**src/rtl/valu_sequencer.sv**
```systemverilog
// valu_sequencer: issue-side controller for the vector lane ALU.
// Streams one vector instruction (vd = vs1 op vs2) element by element through
// a two-stage pipeline: read -> ALU/stage-1 register -> write-back, then
// reports the accumulated element flags with a one-cycle done pulse.
module valu_sequencer #(
  parameter int vdw_p      = 32,
  parameter int op_len_p   = 2,
  parameter int els_p      = 16,
  parameter int num_regs_p = 8
) (
  input  logic                                          clk_i,
  input  logic                                          reset_i,
  input  logic                                          v_i,
  output logic                                          ready_o,
  input  logic [op_len_p-1:0]                           op_i,
  input  logic [$clog2(num_regs_p)-1:0]                 vd_i,
  input  logic [$clog2(num_regs_p)-1:0]                 vs1_i,
  input  logic [$clog2(num_regs_p)-1:0]                 vs2_i,
  output logic [$clog2(num_regs_p)+$clog2(els_p)-1:0]   r_addr_a_o,
  output logic [$clog2(num_regs_p)+$clog2(els_p)-1:0]   r_addr_b_o,
  output logic                                          r_v_o,
  input  logic [vdw_p-1:0]                              r_data_a_i,
  input  logic [vdw_p-1:0]                              r_data_b_i,
  output logic [vdw_p-1:0]                              alu_a_o,
  output logic [vdw_p-1:0]                              alu_b_o,
  output logic [op_len_p-1:0]                           alu_op_o,
  input  logic [vdw_p-1:0]                              alu_result_i,
  input  logic                                          alu_overflow_i,
  input  logic                                          alu_zero_i,
  input  logic                                          alu_negative_i,
  output logic                                          w_v_o,
  output logic [$clog2(num_regs_p)+$clog2(els_p)-1:0]   w_addr_o,
  output logic [vdw_p-1:0]                              w_data_o,
  output logic                                          done_o,
  output logic                                          flag_overflow_o,
  output logic                                          flag_zero_o,
  output logic                                          flag_negative_o,
  output logic                                          err_o
);

  localparam int elem_w = $clog2(els_p);
  localparam int reg_w  = $clog2(num_regs_p);

  localparam logic [op_len_p-1:0] op_illegal = op_len_p'(3);
  localparam logic [elem_w-1:0]   last_k     = elem_w'(els_p - 1);

  typedef enum logic [1:0] {eIdle, eRun, eDone} state_e;

  state_e state_q, state_n;

  // Latched command
  logic [op_len_p-1:0] op_q;
  logic [reg_w-1:0]    vd_q, vs1_q, vs2_q;

  // Read issue counter; rd_done_q marks that element els_p-1 has been issued
  logic [elem_w-1:0] k_q;
  logic              rd_done_q;

  // Stage 1 tracks the element whose read data arrives this cycle
  logic              s1_v_q;
  logic [elem_w-1:0] s1_k_q;

  // Stage 2 holds the registered ALU result being written back
  logic              s2_v_q;
  logic [elem_w-1:0] s2_k_q;
  logic [vdw_p-1:0]  s2_data_q;
  logic              s2_ovf_q, s2_zero_q, s2_neg_q;

  // Accumulated summary flags
  logic acc_ovf_q, acc_zero_q, acc_neg_q, err_q;

  logic accept;

  // State register
  always_ff @(posedge clk_i) begin
    // NOTE: sequential state uses non-blocking assignments so every flop samples pre-edge values.
    if (reset_i) state_q <= eIdle;
    else         state_q <= state_n;
  end

  // Next-state and control outputs
  always_comb begin
    // NOTE: every output of this block gets a default first so no path infers a latch.
    state_n = state_q;
    ready_o = 1'b0;
    done_o  = 1'b0;
    r_v_o   = 1'b0;
    accept  = 1'b0;
    case (state_q)
      eIdle: begin
        ready_o = 1'b1;
        if (v_i) begin
          accept  = 1'b1;
          state_n = (op_i == op_illegal) ? eDone : eRun;
        end
      end
      eRun: begin
        r_v_o = !rd_done_q;
        // Leave after the last element's write-back cycle
        if (s2_v_q && (s2_k_q == last_k)) state_n = eDone;
      end
      eDone: begin
        done_o  = 1'b1;
        state_n = eIdle;
      end
      default: state_n = eIdle;
    endcase
  end

  // Command latch, read counter, pipeline stages and flag accumulation
  always_ff @(posedge clk_i) begin
    if (reset_i) begin
      op_q       <= '0;
      vd_q       <= '0;
      vs1_q      <= '0;
      vs2_q      <= '0;
      k_q        <= '0;
      rd_done_q  <= 1'b0;
      s1_v_q     <= 1'b0;
      s1_k_q     <= '0;
      s2_v_q     <= 1'b0;
      s2_k_q     <= '0;
      s2_data_q  <= '0;
      s2_ovf_q   <= 1'b0;
      s2_zero_q  <= 1'b0;
      s2_neg_q   <= 1'b0;
      acc_ovf_q  <= 1'b0;
      acc_zero_q <= 1'b0;
      acc_neg_q  <= 1'b0;
      err_q      <= 1'b0;
    end else begin
      if (accept) begin
        op_q       <= op_i;
        vd_q       <= vd_i;
        vs1_q      <= vs1_i;
        vs2_q      <= vs2_i;
        k_q        <= '0;
        rd_done_q  <= 1'b0;
        acc_ovf_q  <= 1'b0;
        acc_zero_q <= 1'b1;
        acc_neg_q  <= 1'b0;
        err_q      <= (op_i == op_illegal);
      end

      if (r_v_o) begin
        k_q <= k_q + 1'b1;
        if (k_q == last_k) rd_done_q <= 1'b1;
      end

      s1_v_q <= r_v_o;
      s1_k_q <= k_q;

      s2_v_q <= s1_v_q;
      if (s1_v_q) begin
        s2_k_q    <= s1_k_q;
        s2_data_q <= alu_result_i;
        s2_ovf_q  <= alu_overflow_i;
        s2_zero_q <= alu_zero_i;
        s2_neg_q  <= alu_negative_i;
      end

      if (s2_v_q) begin
        acc_ovf_q  <= acc_ovf_q  | s2_ovf_q;
        acc_zero_q <= acc_zero_q & s2_zero_q;
        acc_neg_q  <= acc_neg_q  | s2_neg_q;
      end
    end
  end

  // Register file, ALU and write-back drive
  always_comb begin
    r_addr_a_o      = r_v_o ? {vs1_q, k_q} : '0;
    r_addr_b_o      = r_v_o ? {vs2_q, k_q} : '0;
    alu_a_o         = s1_v_q ? r_data_a_i : '0;
    alu_b_o         = s1_v_q ? r_data_b_i : '0;
    alu_op_o        = op_q;
    w_v_o           = s2_v_q;
    w_addr_o        = {vd_q, s2_k_q};
    w_data_o        = s2_data_q;
    flag_overflow_o = acc_ovf_q;
    flag_zero_o     = acc_zero_q;
    flag_negative_o = acc_neg_q;
    err_o           = err_q;
  end

endmodule

```
**config.mk**
```make
export PLATFORM = sky130hd
export DESIGN_NAME = valu_sequencer
export DESIGN_NICKNAME = d
export VERILOG_FILES = /design/src/rtl/valu_sequencer.sv
export SDC_FILE = /design/constraint.sdc
export NUM_CORES = 1
export LEC_CHECK = 0
export ABC_AREA = 1
export BUFFER_PORTS_ARGS = -buffer_cell sky130_fd_sc_hd__buf_2
export CAP_MARGIN = 5
export CORE_UTILIZATION = 35
export CTS_BUF_LIST = sky130_fd_sc_hd__clkbuf_16
export DETAILED_ROUTE_END_ITERATION = 8
export GPL_ROUTABILITY_DRIVEN = 0
export GPL_TIMING_DRIVEN = 1
export PLACE_DENSITY = 0.76
export SETUP_SLACK_MARGIN = 0.2
export SYNTH_ARGS = -nofsm -noshare
export SYNTH_HDL_FRONTEND = slang
export SYNTH_SLANG_ARGS = --single-unit
```
**constraint.sdc**
```tcl
create_clock -name clk_i -period 1.2 [get_ports clk_i]
set_input_delay 0.24 -clock clk_i [delete_from_list [all_inputs] [get_ports clk_i]]
set_output_delay 0.24 -clock clk_i [all_outputs]
set_load 0.1 [all_outputs]
```
==> impl_metrics.tcl, run 1 <==
set metrics [dict create \
    synthesis.area_um2 2990 \
    clock-sinks 67 \
    synthCells 461 \
    clock_path_buffers 2 \
    synthDominantCellAreaShare_pct 44.9 \
    htree_levels 3 \
    synth_seq_area_share_pct 44.9 \
    hold_buffers 0 \
    synth_top_area_cell "dfxtp_1" \
    die_w_um 94.4 \
    initial_core_util_pct 36.3 \
    dp_worst_setup_slack_ns -0.165 \
    syn_nets 575 \
    lastStage "clock tree synthesis" \
    die_h_um 94.4 \
    synth_area_leaders "dfxtp_1, nor2_1, inv_1" \
    syn_avg_cell_area_um2 6.48 \
    yosysWarnings 0 \
    dpl.hpwl_um 11200 \
    std_cell_rows 33 \
    stop_error "[ERROR DPL-0038] Utilization greater than 100%, impossible to legalize" \
    cts-root-buf "clkbuf_16" \
    status "stopped before the end" \
    io_buffers 239 \
    io_pins 240 \
    ys_seq_elements 67 \
    cts_buffers 9 \
    post-cts-setup-buffers 31 \
    cts_resized 222 \
    synth.distinct_cells 18 \
]
## cells by family after synthesis
| group | count (synthesis) | share of synthesized area (%) |
|---|---|---|
| AOI/OAI and AO/OA | 64 | 10.8 |
| DFF | 67 | 44.9 |
| buffers and inverters | 113 | 16.0 |
| and+or+nand+nor | 216 | 27.9 |
| adders and majority gates | 1 | 0.419 |
## through the flow
step                instances  instance area, um2
floorplan                 461                4050
global placement          797                7160
detailed placement        797                7160
## synthesized netlist by cell type (all sizes together)
master / number
nor2: 130
a21oi: 7
o21bai: 1
nand2: 79
nand3: 7
buf: 23
o21ai: 56
dfxtp: 67
ha: 1
clkbuf: 6
inv: 84
==> run 2, diff against run 1 <==
--- a/config.mk
+++ b/config.mk
@@ -8,13 +8,12 @@
 export ABC_AREA = 1
 export BUFFER_PORTS_ARGS = -buffer_cell sky130_fd_sc_hd__buf_2
 export CAP_MARGIN = 5
-export CORE_UTILIZATION = 35
-export CTS_BUF_LIST = sky130_fd_sc_hd__clkbuf_16
+export CORE_AREA = 2 2 94 96
 export DETAILED_ROUTE_END_ITERATION = 8
+export DIE_AREA = 0 0 96 98
 export GPL_ROUTABILITY_DRIVEN = 0
 export GPL_TIMING_DRIVEN = 1
-export PLACE_DENSITY = 0.76
-export SETUP_SLACK_MARGIN = 0.2
+export PLACE_DENSITY_LB_ADDON = 0.15
 export SYNTH_ARGS = -nofsm -noshare
 export SYNTH_HDL_FRONTEND = slang
 export SYNTH_SLANG_ARGS = --single-unit
==> constraint.sdc (replaced) <==
create_clock -name clk_i -period 1.6 [get_ports clk_i]
set_input_delay 0.32 -clock clk_i [delete_from_list [all_inputs] [get_ports clk_i]]
set_output_delay 0.32 -clock clk_i [all_outputs]
set_load 0.1 [all_outputs]
==> impl_metrics.tcl, run 2 <==
set metrics [dict create \
    track_usage_pct 24.1 \
    htree_levels 3 \
    synth_seq_area_share_pct 44.9 \
    worstHoldStart "alu_result_i[0]" \
    layout_commonest_cell "buf_2" \
    dr.pass1.iters 5 \
    async_reset_ff_share_pct 0 \
    core-area_um2 8470 \
    fillerInstances 644 \
    fin_nets 817 \
    drc 0 \
    finalCritPeriodShare_pct 105 \
    io_buffers 239 \
    yosysMostFrequentCell "nor2_1" \
    die_h_um 98 \
    syn_avg_cell_area_um2 6.48 \
    synth_mux_area_share_pct 0 \
    cts_tree "done" \
    dpl.hpwl_um 8590 \
    final_cells 815 \
    slew_viol_final 0 \
    slew_headroom_pct 64.8 \
    clkPwrFrac_pct 25.1 \
    clk_latency_ns 0.33 \
    yosys.area_share.simple_pct 27.9 \
    seq_power_share_pct 33.8 \
    status "complete, but fails checks" \
    synth_common_cells "nor2_1, inv_1, nand2_1, dfxtp_1, o21ai_0" \
    antenna_found_initial 0 \
    place_inst 786 \
    rsz0062_at_grt "true" \
    drtIter0Drc 137 \
    crit_required_ns 1.28 \
    fin_area_um2 6250 \
    synthDominantCellAreaShare_pct 44.9 \
    final_util_pct 73.9 \
    max-vdd-ir-drop_uv 723 \
    area_growth_pct 109 \
    cp-start-kind "flip-flop" \
    clock-sinks 67 \
    synth_top_area_cell "dfxtp_1" \
    synthesis.area_um2 2990 \
    drv_cap 0 \
    die_area_um2 9410 \
    antenna_left 0 \
    seqCellArea_um2 1360 \
    multiInputGateArea_um2 1330 \
    max_slew.worst_pin.slew_ns 0.532 \
    setup_viol 70 \
    critPathCaptureType "primary output" \
    grt.overflow.total 0 \
    totalWireLength_um 11600 \
    largest_reg_flops 32 \
    clock_path_buffers 2 \
    synth_area_leaders "dfxtp_1, nor2_1, inv_1" \
    diodes 0 \
    initial_core_util_pct 35.3 \
    cp_max_fo 6 \
    p_int_mw 3.20 \
    place_area_um2 5720 \
    path_clk_slew_ns 0.07 \
    synth_top_family_by_area "simple AND/OR/NAND/NOR gates" \
    cts_buffers 9 \
    wire_per_inst_um 14.2 \
    synth_edf_count 0 \
    viasPerCell 4.55 \
    syn_nets 575 \
    final-hold-violation-count 0 \
    crit_type "flip-flop to primary output" \
    io_pins 240 \
    cts-root-buf "clkbuf_8" \
    r2r_start "state_q[0]$_SDFFE_PP0P_" \
    worstPathArrival_ns 1.36 \
    final_cell_mix "buf_2, nor2_1, buf_12" \
    total_power_mw 5.48 \
    violations "setup timing" \
    fin_crit_ns 1.68 \
    leakage_nw 2.69 \
    startpoint "state_q[1]$_SDFFE_PP0P_" \
    switching_share_pct 41.6 \
    grt_max_degree 25 \
    p_sw_mw 2.28 \
    dp_worst_setup_slack_ns 0.144 \
    fmax_mhz 596 \
    synth_xor_xnor_area_share_pct 0 \
    synthCells 461 \
    hp-class "primary input to flip-flop" \
    skew_ns 0.00549 \
    yosysWarnings 0 \
    synth.distinct_cells 18 \
    vias 3705 \
    ys_seq_elements 67 \
    power_density_nw_per_um2 876 \
    yosys.area_share.adder_pct 0.419 \
    synth_compound_area_share_pct 10.8 \
    grt_pass1_wl_um 17500 \
    std_cell_rows 34 \
    layout-drive-gt1-share_pct 53.9 \
    p_comb_share_pct 41.1 \
    synthFlopType "dfxtp_1" \
    grt_pass1_vias 3593 \
    timing.final.ws_setup_ns -0.0787 \
    die_w_um 96 \
]
-- run 2: cell counts after synthesis --
No cell type changed its count.
-- run 2: per-stage QoR --
stage	hold WS, ns	TNS [ns]
floorplan	0.431	-2.06
global placement	0.433	0
detailed placement	0.443	0
global route	0.195	-8.41
CTS	0.194	-4.74
finish	0.210	-2.89
-- run 2: worst paths after layout --
check / slack, ns / endpoint / cells past startpoint
max: -0.08 / r_addr_a_o[0] / 4
min reg2reg: 0.47 / s2_k_q[0]$_SDFFE_PP0P_ / 2
min: 0.21 / w_data_o[0]$_SDFFE_PP0P_ / 3
max reg2reg: 0.27 / k_q[1]$_SDFFE_PP0P_ / 7
-- run 2: kinds of logic (layout without fill, tap and decap cells) --
kind of cell | count (synthesis) | count (layout)
buffers and inverters | 113 | 358
DFF | 67 | 67
and+or+nand+nor | 216 | 217
AOI/OAI and AO/OA | 64 | 64
adders and majority gates | 1 | 1
-- run 2: layout make-up --
| cell class | count | share of cell area (%) |
|---|---|---|
| clock buffers | 13 | 2.54 |
| repair buffers | 259 | 42.8 |
| multi-input cells | 282 | 21.2 |
| well taps | 108 | 2.16 |
| flip-flops and latches | 67 | 21.7 |
| inverters | 84 | 9.00 |
| clock inverters | 2 | 0.560 |
-- run 2: metal layers --
metal | up-vias | global-route usage [%] | routed length [um]
li1 | 1838 | - | -
met1 | 1694 | 25.9 | 4270
met2 | 157 | 44.6 | 6230
met3 | 16 | 7.18 | 888
met4 | 0 | 7.03 | 204
met5 | - | 0 | 0
-- run 2: critical path, stage by stage, from the launching register on --
cell	delay (ns)
dfxtp_4	0.36
inv_6	0.07
nand3_4	0.18
nor2_4	0.21
buf_12	0.20
-- run 2: repair_timing --
item,in CTS,in global routing
cloned,5,0
buffers inserted,3,6
hold buffers,0,0
pin swaps,5,2
setup endpoints to repair,80,80
gates resized for setup,21,27
-- run 2: power groups by stage --
stage	Clock, mW	Sequential, mW	Combinational, mW
after floorplan	0	2.46	0.933
after global placement	0	1.88	2.11
after detailed placement	0	1.89	2.13
after CTS	1.41	1.86	2.21
after global routing	1.48	1.87	2.35
final	1.37	1.85	2.25
Power figures use the tool's default switching activity.
